File: config.mk
export PLATFORM = sky130hd
export DESIGN_NAME = mouse_tracker
export DESIGN_NICKNAME = d
export VERILOG_FILES = /design/src/rtl/vga_pkg.sv /design/src/rtl/mouse_clamp.sv /design/src/rtl/mouse_tracker.sv
export SDC_FILE = /design/constraint.sdc
export NUM_CORES = 1
export LEC_CHECK = 0
export ABC_AREA = 1
export CORE_AREA = 5 5 92 137
export DETAILED_ROUTE_END_ITERATION = 8
export DIE_AREA = 0 0 97 142
export PLACE_DENSITY = 0.65
export RECOVER_POWER = 50
export REMOVE_ABC_BUFFERS = 1
export SETUP_SLACK_MARGIN = 0.2
export SLEW_MARGIN = 20
export SYNTH_ARGS = -nofsm -noshare
export SYNTH_HDL_FRONTEND = slang
export SYNTH_HIERARCHICAL = 1
export SYNTH_SLANG_ARGS = --single-unit
File: constraint.sdc
create_clock -name clk -period 4.1 [get_ports clk]
set_input_delay 0.82 -clock clk [delete_from_list [all_inputs] [get_ports clk]]
set_output_delay 0.82 -clock clk [all_outputs]
set_load 0.01 [all_outputs]
File: src/rtl/vga_pkg.sv
// Shared screen geometry, PS/2 status-byte layout and tracker state encoding.
package vga_pkg;

  localparam int H_RES = 1024;
  localparam int V_RES = 768;
  localparam int POS_W = 12;

  localparam int ST_LEFT   = 0;
  localparam int ST_RIGHT  = 1;
  localparam int ST_SYNC   = 3;
  localparam int ST_X_SIGN = 4;
  localparam int ST_Y_SIGN = 5;
  localparam int ST_X_OVF  = 6;
  localparam int ST_Y_OVF  = 7;

  typedef enum logic [1:0] {
    WAIT_B0,
    WAIT_B1,
    WAIT_B2,
    UPDATE
  } tracker_state_t;

  // 9-bit PS/2 delta sign-extended to 10 bits so the caller can negate -256 safely.
  function automatic logic signed [9:0] ps2_delta(input logic sign, input logic ovf,
                                                  input logic [7:0] data);
    if (ovf) return '0;
    return {sign, sign, data};
  endfunction

endpackage

File: src/rtl/mouse_clamp.sv
// Accumulates a signed delta onto an unsigned position and saturates to 0..max.
module mouse_clamp
  import vga_pkg::*;
(
  input  logic [POS_W-1:0] pos,
  input  logic signed [9:0] delta,
  input  logic [POS_W-1:0] max,
  output logic [POS_W-1:0] pos_clamped
);

  logic signed [13:0] sum;
  logic signed [13:0] limit;

  always_comb begin
    sum   = $signed({2'b00, pos}) + $signed({{4{delta[9]}}, delta});
    limit = $signed({2'b00, max});
    if (sum < 0)
      pos_clamped = '0;
    else if (sum > limit)
      pos_clamped = max;
    else
      pos_clamped = sum[POS_W-1:0];
  end

endmodule

File: src/rtl/mouse_tracker.sv
// PS/2 three-byte packet parser that maintains an absolute, screen-clamped cursor.
//
// state   | meaning
// WAIT_B0 | idle, expecting a status byte with the sync bit set
// WAIT_B1 | status held, expecting X delta (idle timeout armed)
// WAIT_B2 | X held, expecting Y delta (idle timeout armed)
// UPDATE  | one cycle: apply deltas, register outputs, pulse pos_valid
module mouse_tracker
  import vga_pkg::*;
#(
  parameter int X_MAX   = H_RES - 1,
  parameter int Y_MAX   = V_RES - 1,
  parameter int TIMEOUT = 100000
) (
  input  logic             clk,
  input  logic             rst,
  input  logic [7:0]       rx_data,
  input  logic             rx_valid,
  output logic [POS_W-1:0] xpos,
  output logic [POS_W-1:0] ypos,
  output logic             left_mouse,
  output logic             right_mouse,
  output logic             pos_valid,
  output logic             pkt_error
);

  localparam int CNT_W = (TIMEOUT > 1) ? $clog2(TIMEOUT) : 1;
  localparam logic [CNT_W-1:0] IDLE_LAST = CNT_W'(TIMEOUT - 1);

  tracker_state_t   state, state_nx;
  logic [7:0]       status_q, status_nx;
  logic [7:0]       dx_q, dx_nx;
  logic [7:0]       dy_q, dy_nx;
  logic [CNT_W-1:0] idle_q, idle_nx;
  logic             err_nx;
  logic             upd;

  logic signed [9:0] dx, dy, dy_neg;
  logic [POS_W-1:0]  x_new, y_new;
  logic              unused_status;

  assign unused_status = ^status_q[3:2];

  always_comb begin
    state_nx  = state;
    status_nx = status_q;
    dx_nx     = dx_q;
    dy_nx     = dy_q;
    idle_nx   = '0;
    err_nx    = 1'b0;
    upd       = 1'b0;
    case (state)
      WAIT_B0: begin
        if (rx_valid) begin
          if (rx_data[ST_SYNC]) begin
            status_nx = rx_data;
            state_nx  = WAIT_B1;
          end else begin
            err_nx = 1'b1;
          end
        end
      end
      WAIT_B1, WAIT_B2: begin
        if (rx_valid) begin
          if (state == WAIT_B1) begin
            dx_nx    = rx_data;
            state_nx = WAIT_B2;
          end else begin
            dy_nx    = rx_data;
            state_nx = UPDATE;
          end
        end else if (idle_q == IDLE_LAST) begin
          state_nx = WAIT_B0;
          err_nx   = 1'b1;
        end else begin
          idle_nx = idle_q + CNT_W'(1);
        end
      end
      UPDATE: begin
        state_nx = WAIT_B0;
        upd      = 1'b1;
      end
      default: state_nx = WAIT_B0;
    endcase
  end

  // PS/2 reports +Y as up, screen Y grows downward.
  assign dx     = ps2_delta(status_q[ST_X_SIGN], status_q[ST_X_OVF], dx_q);
  assign dy     = ps2_delta(status_q[ST_Y_SIGN], status_q[ST_Y_OVF], dy_q);
  assign dy_neg = -dy;

  mouse_clamp u_clamp_x (
    .pos         (xpos),
    .delta       (dx),
    .max         (POS_W'(X_MAX)),
    .pos_clamped (x_new)
  );

  mouse_clamp u_clamp_y (
    .pos         (ypos),
    .delta       (dy_neg),
    .max         (POS_W'(Y_MAX)),
    .pos_clamped (y_new)
  );

  always_ff @(posedge clk) begin
    if (rst) begin
      state       <= WAIT_B0;
      status_q    <= '0;
      dx_q        <= '0;
      dy_q        <= '0;
      idle_q      <= '0;
      xpos        <= POS_W'(X_MAX / 2);
      ypos        <= POS_W'(Y_MAX / 2);
      left_mouse  <= 1'b0;
      right_mouse <= 1'b0;
      pos_valid   <= 1'b0;
      pkt_error   <= 1'b0;
    end else begin
      state     <= state_nx;
      status_q  <= status_nx;
      dx_q      <= dx_nx;
      dy_q      <= dy_nx;
      idle_q    <= idle_nx;
      pos_valid <= upd;
      pkt_error <= err_nx;
      if (upd) begin
        xpos        <= x_new;
        ypos        <= y_new;
        left_mouse  <= status_q[ST_LEFT];
        right_mouse <= status_q[ST_RIGHT];
      end
    end
  end

endmodule

==> out/metrics.yaml, run 1 <==
logic_synthesis:
  ys_top_cells_by_area: "sky130_fd_sc_hd__dfxtp_1 (25%), sky130_fd_sc_hd__ha_1 (13%), sky130_fd_sc_hd__nand2_1 (10%)"
  synth_edf_count: 0
  postSynthCellCount: 792
  post-synth-top-count-cell: "sky130_fd_sc_hd__nand2_1"
  synthesis.area_sq_um: 5460
  dominantRegCellSynth: "sky130_fd_sc_hd__dfxtp_1"
  synthesis.yosys.warnings: 6
  count_of_cell_types_in_the_netlist: 38
  yosys.area.top_type: "sky130_fd_sc_hd__dfxtp_1"
  netlist_top_cells_count: "sky130_fd_sc_hd__nand2_1 (151), sky130_fd_sc_hd__inv_1 (119), sky130_fd_sc_hd__nor2_1 (83), sky130_fd_sc_hd__dfxtp_1 (69), sky130_fd_sc_hd__nand3_1 (68)"
  syn_area_per_cell_sq_um: 6.90
  synth_top_area_share: 0.253
  yosysSeqAreaShare: 0.253
  share_of_synthesized_registers_carrying_an_async_set_or_reset: 0
  synth.ff_latch_count: 69
timing:
  finalSetupViolations: 0
  final_hold_viol_count: 0
  worst_slew_margin_rel: 0.403
  final_min_period_over_clock_period: 0.895
  tightestPinTransition_ps: 893
  rsz0062_at_grt: "true"
  finClkSkew_ps: 7.54
  fin_ws_ps: 433
  final_max_slew_viol_count: 0
  fin_setup_tns_ps: 0
  timing.final.crit_period_ps: 3670
  timing_limited_maximum_frequency_mhz: 273
setup_path:
  critical_path.startpoint_type: "flop"
  worstSetupEndpointType: "flop"
  worst-setup-path-type: "reg -> reg"
  critical_path.max_fanout: 12
  worstPathArrival_ps: 3900
  cp.required_ps: 4330
global_routing:
  globalRoute.totalOverflow: 0
  grt_pass1_vias: 5087
  groute.usage.overall: 0.204
  grt_pass1_wl_um: 23300
  antenna_found_initial: 0
  grt_max_degree: 24
placed_design:
  place.port_buffers: 38
  detailed_placement_hpwl_um: 11100
  post-place-ws_ps: 158
  final_weighted_congestion_of_routability_driven_global_placement: 0.918
cts:
  max-clock-path-buffers: 2
  cts_made_buffers: 9
  tritoncts: "yes"
  htreeDepth: 3
  clk_transition_reported_paths_ps: 60
  clock-root-buffer: "sky130_fd_sc_hd__clkbuf_16"
  clock-sinks: 69
  cts_hold_buffers: 0
  clk-insertion-delay-late_ps: 340
die:
  die_h_um: 142
  placeableCoreArea_sq_um: 11400
  row_count: 48
  floorplan_die_width_um: 97
  design.die.area_sq_um: 13800
  initial_utilization: 0.481
  design.portCount: 39
drt:
  detail_route.iter0.violations: 204
  detailroute.via_count: 5183
  ant_nets: 0
  drt-wirelength-per-cell_um: 13.6
  post-route-drc-count: 0
  via_to_cell_ratio: 5.03
  postRouteWirelength_um: 14000
  drtPass1Iterations: 5
cells_and_area:
  areaGrowthSynthToFinish_pct: 19.0
  layout-drive-gt1-share: 0.0999
  design.final.nets: 946
  regArea_sq_um: 1390
  antenna_cells: 0
  multi_input_gate_area_sq_um: 3770
  fillers: 1111
hold_path:
  min_path_type: "reg -> reg"
status:
  status: "completed"
job:
  maxCapViolCount: 0
metrics by stage:
step / area, sq um / instances / hold slack [ps] / util
5_1_grt: 6500 / 1031 / 463 / 0.573
3_3_place_gp: 6130 / 1014 / 430 / 0.540
6_report: 6500 / 1031 / 445 / 0.573
4_1_cts: 6420 / 1031 / 451 / 0.566
3_5_place_dp: 6130 / 1014 / 443 / 0.540
2_1_floorplan: 5520 / 820 / 418 / -
logic make-up after synthesis:
kind of cell,after synthesis,synth area share
AOI/OAI and AO/OA,121,0.135
and+or+nand+nor,369,0.318
buffers and inverters,140,0.104
DFF,69,0.253
adders and majority gates,57,0.133
xor gates and xnor gates,34,0.0545
other,2,0.00138
routing by layer:
layer	vias to the layer above	part of all wire	GRT usage
met3	23	0.036	0.0353
li1	2697	-	-
met4	0	0.026	0.0784
met1	2370	0.39	0.214
met2	93	0.55	0.401
met5	-	0	0
worst max-delay path, stage by stage (launching register included):
cell                      delay, ps
sky130_fd_sc_hd__dfxtp_4        360
sky130_fd_sc_hd__nor2_2         130
sky130_fd_sc_hd__inv_1           70
sky130_fd_sc_hd__ha_1           210
sky130_fd_sc_hd__inv_1           90
sky130_fd_sc_hd__nor2_1          60
sky130_fd_sc_hd__nor2_1         130
sky130_fd_sc_hd__ha_1           300
sky130_fd_sc_hd__a21oi_1        260
sky130_fd_sc_hd__o21ai_0        170
sky130_fd_sc_hd__buf_4          180
sky130_fd_sc_hd__xor2_1         210
sky130_fd_sc_hd__ha_1           180
sky130_fd_sc_hd__nand2_1         60
sky130_fd_sc_hd__nor2_2         160
sky130_fd_sc_hd__o21ai_0        110
sky130_fd_sc_hd__nand3_1        100
sky130_fd_sc_hd__nand2_1         50
sky130_fd_sc_hd__nand2_1        100
sky130_fd_sc_hd__nand2_4         90
sky130_fd_sc_hd__buf_6          160
sky130_fd_sc_hd__nand3_1         80
sky130_fd_sc_hd__nand2_1         80
sky130_fd_sc_hd__a22o_1         200
path summary, 6_finish.rpt:
path,start,endpoint,slack [ps],depth (start not counted)
max reg2reg,status_q[7]$_SDFFE_PP0P_,ypos[11]$_SDFFE_PP0P_,430,23
max,status_q[7]$_SDFFE_PP0P_,ypos[11]$_SDFFE_PP0P_,430,23
min reg2reg,idle_q[0]$_SDFF_PP0_,idle_q[0]$_SDFF_PP0_,440,1
min,idle_q[0]$_SDFF_PP0_,idle_q[0]$_SDFF_PP0_,440,1
state kept, by name (all words and copies together) (netlist names):
register	cells
idle_q	17
xpos	12
ypos	12
dx_q	8
dy_q	8
status_q	6
state	2
left_mouse	1
pkt_error	1
pos_valid	1
right_mouse	1
placed cells by master (no fill, tap or decap), types with 5 or more instances in the layout:
cell / instances
sky130_fd_sc_hd__nor2_4: 6
sky130_fd_sc_hd__nand3_1: 69
sky130_fd_sc_hd__clkdlybuf4s50_1: 24
sky130_fd_sc_hd__nand3_2: 12
sky130_fd_sc_hd__xor2_1: 22
sky130_fd_sc_hd__nor2_1: 79
sky130_fd_sc_hd__ha_1: 53
sky130_fd_sc_hd__o21ai_0: 33
sky130_fd_sc_hd__clkbuf_16: 9
sky130_fd_sc_hd__buf_4: 6
sky130_fd_sc_hd__conb_1: 48
sky130_fd_sc_hd__dlygate4sd3_1: 14
sky130_fd_sc_hd__nand2_1: 149
sky130_fd_sc_hd__xnor2_1: 9
sky130_fd_sc_hd__dfxtp_1: 68
sky130_fd_sc_hd__a21oi_1: 45
sky130_fd_sc_hd__inv_1: 118
sky130_fd_sc_hd__nor3_1: 5
sky130_fd_sc_hd__a22o_1: 7
sky130_fd_sc_hd__nand2_2: 15
sky130_fd_sc_hd__o22a_1: 17
sky130_fd_sc_hd__nand4_1: 10
sky130_fd_sc_hd__nor2_2: 9
layout make-up:
class / count / share of cell area
flip-flops and latches: 69 / 0.213
clock buffers: 9 / 0.0346
clock inverters: 5 / 0.00462
well taps: 150 / 0.0289
repair buffers: 46 / 0.0678
inverters: 122 / 0.0705
multi-input cells: 630 / 0.581
timing repair:
action / in CTS / in global routing
hold endpoints to repair: 0 / 0
endpoints found under the setup margin: 9 / 16
gates resized for setup: 2 / 22
pin swaps: 1 / 5
gates cloned: 1 / 0
setup buffers: 2 / 0
Power of run 1 is left out: the tool's default activity adds up to more than one toggle a clock period on the data nets, which glitch-free logic cannot reach.
==> run 2: changes to the inputs <==
clock period = 4.6 ns   (was 4.1 ns; I/O delays follow)
==> out/metrics.yaml, run 2 (synthesis gave the netlist of run 1 again) <==
cts:
  clk-insertion-delay-late_ps: 330  # about the same
  htreeDepth: 3  # unchanged
  cts_made_buffers: 9  # unchanged
  clock-root-buffer: "sky130_fd_sc_hd__clkbuf_16"
  cts_hold_buffers: 0  # unchanged
  max-clock-path-buffers: 2  # unchanged
  clk_transition_reported_paths_ps: 60  # about the same
  tritoncts: "yes"
  postCtsResizedCells: 0  # -2
  post-cts-setup-buffer-count: 0  # -2
  clock-sinks: 69  # unchanged
job:
  maxCapViolCount: 0  # unchanged
status:
  status: "completed"
timing:
  final_min_period_over_clock_period: 0.881  # -0.0135
  fin_setup_tns_ps: 0  # unchanged
  final_hold_viol_count: 0  # unchanged
  fin_ws_ps: 547  # +115 ps
  finalSetupViolations: 0  # unchanged
  finClkSkew_ps: 5.73  # -1.81 ps
  timing.final.crit_period_ps: 4050  # +385 ps
  worst_slew_margin_rel: 0.458  # +0.0544
  tightestPinTransition_ps: 811  # -81.3 ps
  timing_limited_maximum_frequency_mhz: 247  # -9.5%
  final_max_slew_viol_count: 0  # unchanged
  rsz0062_at_grt: "false"
setup_path:
  cp.required_ps: 4820  # +490 ps
  worstSetupEndpointType: "flop"
  critical_path.max_fanout: 13  # +1
  worst-setup-path-type: "reg -> reg"
  worstPathArrival_ps: 4270  # +370 ps
  critical_path.startpoint_type: "flop"
placed_design:
  place.port_buffers: 38  # unchanged
  post-place-ws_ps: 396  # +238 ps
  detailed_placement_hpwl_um: 11300  # +1.4%
  final_weighted_congestion_of_routability_driven_global_placement: 0.936  # +2.0%
  post_dp_cell_area_sq_um: 6110  # -0.37%
die:
  die_h_um: 142  # unchanged
  design.die.area_sq_um: 13800  # unchanged
  design.portCount: 39  # unchanged
  floorplan_die_width_um: 97  # unchanged
  initial_utilization: 0.481  # unchanged
  row_count: 48  # unchanged
  placeableCoreArea_sq_um: 11400  # unchanged
drt:
  drtPass1Iterations: 5  # unchanged
  postRouteWirelength_um: 14100  # +0.66%
  detail_route.iter0.violations: 155  # -24%
  ant_nets: 0  # unchanged
  via_to_cell_ratio: 5.02  # -0.15%
  detailroute.via_count: 5150  # -0.64%
  drt-wirelength-per-cell_um: 13.7  # +1.1%
  post-route-drc-count: 0  # unchanged
cells_and_area:
  flip_flop_count_of_the_largest_register_all_copies_and_words_added: 17  # unchanged
  antenna_cells: 0  # unchanged
  areaGrowthSynthToFinish_pct: 17.9
  layout-drive-gt1-share: 0.0811  # -0.0188
  final_common_cell: "sky130_fd_sc_hd__nand2_1"
  design.final.nets: 940  # -0.63%
  highest_count_cells_in_the_layout_ignoring_fill_and_taps: "sky130_fd_sc_hd__nand2_1 (150), sky130_fd_sc_hd__inv_1 (119), sky130_fd_sc_hd__nor2_1 (83), sky130_fd_sc_hd__dfxtp_1 (69), sky130_fd_sc_hd__nand3_1 (68)"
  finish.instance_area_sq_um: 6440  # -0.96%
  registers.top_by_ff_count: "idle_q"
  biggestRegsByFlops: "idle_q (17), xpos (12), ypos (12)"
global_routing:
  antenna_found_initial: 0  # unchanged
  groute.usage.overall: 0.204  # -0.000512
  grt_pass1_wl_um: 23100  # -0.77%
  globalRoute.totalOverflow: 0  # unchanged
  grt_max_degree: 25  # +4.2%
  grt_pass1_vias: 5013  # -1.5%
hold_path:
  min_path_type: "reg -> reg"
run 2: metrics by stage:
step                hold WS, ps  std cells   util
global route                476       1026  0.567
CTS                         452       1026  0.566
global placement            429       1011  0.538
floorplan                   418        820      -
finish                      450       1026  0.567
detailed placement          444       1011  0.538
run 2: layout make-up:
type	instances	area, sq um
Clock inverter	6	88.8
Timing Repair Buffer	41	403
Tap cell	150	188
Clock buffer	9	225
Multi-Input combinational cell	629	3690
Inverter	122	458
Sequential cell	69	1380
Fill cell	1105	4910
run 2: metal layers:
metal | track usage | part of all wire
met1 | 0.211 | 0.41
met2 | 0.412 | 0.55
met3 | 0.0309 | 0.026
met4 | 0.0658 | 0.019
met5 | 0 | 0
run 2: path summary, 6_finish.rpt:
path	from	endpoint	slack, ps	depth (start not counted)
worst max-delay path	status_q[7]$_SDFFE_PP0P_	ypos[0]$_SDFFE_PP1P_	550	22
worst max register to register	status_q[7]$_SDFFE_PP0P_	ypos[0]$_SDFFE_PP1P_	550	22
worst min register to register	status_q[1]$_SDFFE_PP0P_	status_q[1]$_SDFFE_PP0P_	450	2
worst min-delay path	status_q[1]$_SDFFE_PP0P_	status_q[1]$_SDFFE_PP0P_	450	2
run 2: critical path: stages (launching register included):
cell and delay, ps:
sky130_fd_sc_hd__dfxtp_1 400, sky130_fd_sc_hd__inv_1 110, sky130_fd_sc_hd__nand2_1 90, sky130_fd_sc_hd__ha_1 160, sky130_fd_sc_hd__inv_1 60, sky130_fd_sc_hd__nor3_2 220, sky130_fd_sc_hd__nand3_1 110, sky130_fd_sc_hd__xor2_1 170
sky130_fd_sc_hd__ha_1 390, sky130_fd_sc_hd__nand2_2 120, sky130_fd_sc_hd__nor2_1 150, sky130_fd_sc_hd__nand3_1 100, sky130_fd_sc_hd__nand3_1 100, sky130_fd_sc_hd__xor2_1 200, sky130_fd_sc_hd__ha_1 280, sky130_fd_sc_hd__a21oi_1 140
sky130_fd_sc_hd__a21boi_0 230, sky130_fd_sc_hd__nand2_1 120, sky130_fd_sc_hd__nand2_4 160, sky130_fd_sc_hd__nand3_4 220, sky130_fd_sc_hd__nand3_1 140, sky130_fd_sc_hd__nand2_1 60, sky130_fd_sc_hd__o22a_1 200
Power of run 2 is left out for the same reason.
==> run 3: changes to the inputs <==
MAX_ROUTING_LAYER = met4   (was unset)
==> out/metrics.yaml, run 3 (synthesis gave the netlist of run 1 again) <==
placed_design:
  detailed_placement_hpwl_um: 11000  # -2.6%
  post-place-ws_ps: 380  # -16.0 ps
  place.port_buffers: 38  # unchanged
  final_weighted_congestion_of_routability_driven_global_placement: 0.939  # +0.38%
die:
  design.die.area_sq_um: 13800  # unchanged
  placeableCoreArea_sq_um: 11400  # unchanged
  initial_utilization: 0.481  # unchanged
  floorplan_die_width_um: 97  # unchanged
  design.portCount: 39  # unchanged
  row_count: 48  # unchanged
  die_h_um: 142  # unchanged
cts:
  cts_hold_buffers: 0  # unchanged
  clock-sinks: 69  # unchanged
  clk_transition_reported_paths_ps: 50  # about the same
  cts_made_buffers: 9  # unchanged
  clock-root-buffer: "sky130_fd_sc_hd__clkbuf_16"
  clk-insertion-delay-late_ps: 330  # about the same
  post-cts-setup-buffer-count: 0  # unchanged
  max-clock-path-buffers: 2  # unchanged
  htreeDepth: 3  # unchanged
  tritoncts: "yes"
drt:
  drtPass1Iterations: 4  # -1
  wl_met1_um: 5610  # -2.3%
  drt-wirelength-per-cell_um: 13.4  # -2.3%
  postRouteWirelength_um: 13700  # -2.3%
  dr_top_layer: "met4"
  detailroute.via_count: 5170  # +0.39%
  ant_nets: 0  # unchanged
  met2_length_um: 7510  # -2.6%
  detail_route.iter0.violations: 173  # +12%
  via_to_cell_ratio: 5.04  # +0.39%
  met3_length_um: 332  # -7.8%
  post-route-drc-count: 0  # unchanged
hold_path:
  min_path_type: "reg -> reg"
setup_path:
  cp.required_ps: 4820  # about the same
  crit_slowest_cell: "sky130_fd_sc_hd__dfxtp_1"
  critical_path.reg2reg.endpoint: "ypos[0]$_SDFFE_PP1P_"
  cpMostUsedCell: "sky130_fd_sc_hd__nand3_1"
  reg2reg_slack_ps: 530  # -20 ps
  cp-startpoint: "status_q[7]$_SDFFE_PP0P_"
  worst-setup-path-type: "reg -> reg"
  rr_startpoint: "status_q[7]$_SDFFE_PP0P_"
  worstPathArrival_ps: 4290  # +20 ps
  crit_chain: "inv_1, nand2_1, ha_1, inv_1, nor3_2, nand3_1, xor2_1, ha_2, nand2_2, nor2_1, nand3_1, nand3_1, xor2_1, ha_1, a21oi_1, a21boi_0, nand2_1, nand2_4, nand3_4, nand3_1, nand2_1, o22a_1"
  critical_path.max_stage_delay_ps: 400  # about the same
  worstSetupEndpointType: "flop"
  r2r.worst_path.cells: 22  # unchanged
  critical_path.max_fanout: 13  # unchanged
  timing.critical_path.to: "ypos[0]$_SDFFE_PP1P_"
  critical_path.startpoint_type: "flop"
cells_and_area:
  highest_count_cells_in_the_layout_ignoring_fill_and_taps: "sky130_fd_sc_hd__nand2_1 (150), sky130_fd_sc_hd__inv_1 (119), sky130_fd_sc_hd__nor2_1 (83), sky130_fd_sc_hd__dfxtp_1 (69), sky130_fd_sc_hd__nand3_1 (68)"
  layout-drive-gt1-share: 0.0822  # +0.00114
  biggestRegsByFlops: "idle_q (17), xpos (12), ypos (12)"
  areaGrowthSynthToFinish_pct: 18.4
  final_common_cell: "sky130_fd_sc_hd__nand2_1"
  registers.top_by_ff_count: "idle_q"
  fillers: 1089  # -1.4%
  design.final.nets: 940  # unchanged
  antenna_cells: 0  # unchanged
  multi_input_gate_area_sq_um: 3700  # about the same
  flip_flop_count_of_the_largest_register_all_copies_and_words_added: 17  # unchanged
  regArea_sq_um: 1380  # unchanged
timing:
  finClkSkew_ps: 10.2  # +4.44 ps
  final_max_slew_viol_count: 0  # unchanged
  timing.final.crit_period_ps: 4070  # +17.7 ps
  final_hold_viol_count: 0  # unchanged
  tightestPinTransition_ps: 852  # +40.6 ps
  final_min_period_over_clock_period: 0.885  # +0.00386
  worst_slew_margin_rel: 0.431  # -0.0271
  rsz0062_at_grt: "false"
  finalSetupViolations: 0  # unchanged
  timing_limited_maximum_frequency_mhz: 246  # -0.44%
  fin_setup_tns_ps: 0  # unchanged
  fin_ws_ps: 530  # -17.7 ps
global_routing:
  grt_pass1_vias: 4982  # -0.62%
  grt_max_degree: 25  # unchanged
  globalRoute.totalOverflow: 0  # unchanged
  antenna_found_initial: 0  # unchanged
  grt_pass1_wl_um: 22600  # -2.2%
  groute.usage.overall: 0.206  # +0.00216
job:
  maxCapViolCount: 0  # unchanged
status:
  status: "completed"
-- run 3: changes by cell type in the layout (fill, tap and decap cells not counted) --
cell,delta
sky130_fd_sc_hd__ha_2,+1
sky130_fd_sc_hd__bufinv_16,+1
sky130_fd_sc_hd__ha_1,-1
sky130_fd_sc_hd__clkinvlp_4,-2
sky130_fd_sc_hd__clkinv_4,+1
-- run 3: timing repair --
item                                    CTS  global route
endpoints found under the setup margin    0             9
resized for setup                         0             4
hold endpoints to repair                  0             0
-- run 3: cell type report --
class,instances,share of cell area
Clock buffer,9,0.0348
Clock inverter,6,0.0174
Inverter,122,0.0708
Multi-Input combinational cell,629,0.572
Sequential cell,69,0.214
Tap cell,150,0.0290
Timing Repair Buffer,41,0.0623
-- run 3: metal layers --
| layer | global-route usage | vias up |
|---|---|---|
| met2 | 0.389 | 84 |
| li1 | - | 2683 |
| met5 | - | - |
| met3 | 0.0255 | 19 |
| met4 | 0.0828 | 0 |
| met1 | 0.215 | 2384 |
-- run 3: worst max-delay path, delay by kind of cell, from the launching register on --
kind                       cells  cell delay, ps
and+or+nand+nor               12            1560
adders and majority gates      3             830
AOI/OAI and AO/OA              3             630
DFF                            1             400
xor gates and xnor gates       2             360
buffers and inverters          2             170
-- run 3: worst min-delay path by stage --
stage | from | end | slack, ps | cells after the start
floorplan | idle_q[0]$_SDFF_PP0_ | idle_q[0]$_SDFF_PP0_ | 420 | 1
global placement | idle_q[0]$_SDFF_PP0_ | idle_q[0]$_SDFF_PP0_ | 430 | 1
detailed placement | idle_q[0]$_SDFF_PP0_ | idle_q[0]$_SDFF_PP0_ | 450 | 1
CTS | status_q[1]$_SDFFE_PP0P_ | status_q[1]$_SDFFE_PP0P_ | 460 | 2
global route | idle_q[0]$_SDFF_PP0_ | idle_q[0]$_SDFF_PP0_ | 480 | 1
finish | dx_q[1]$_SDFFE_PP0P_ | dx_q[1]$_SDFFE_PP0P_ | 450 | 2
-- run 3: through the flow --
step | cell area, sq um | hold slack [ps] | util | cells
3_3_place_gp | 6110 | 429 | 0.538 | 1011
5_1_grt | 6460 | 482 | 0.569 | 1026
2_1_floorplan | 5520 | 418 | - | 820
4_1_cts | 6450 | 455 | 0.568 | 1026
6_report | 6460 | 451 | 0.569 | 1026
3_5_place_dp | 6110 | 445 | 0.538 | 1011
Power of run 3 is left out for the same reason.
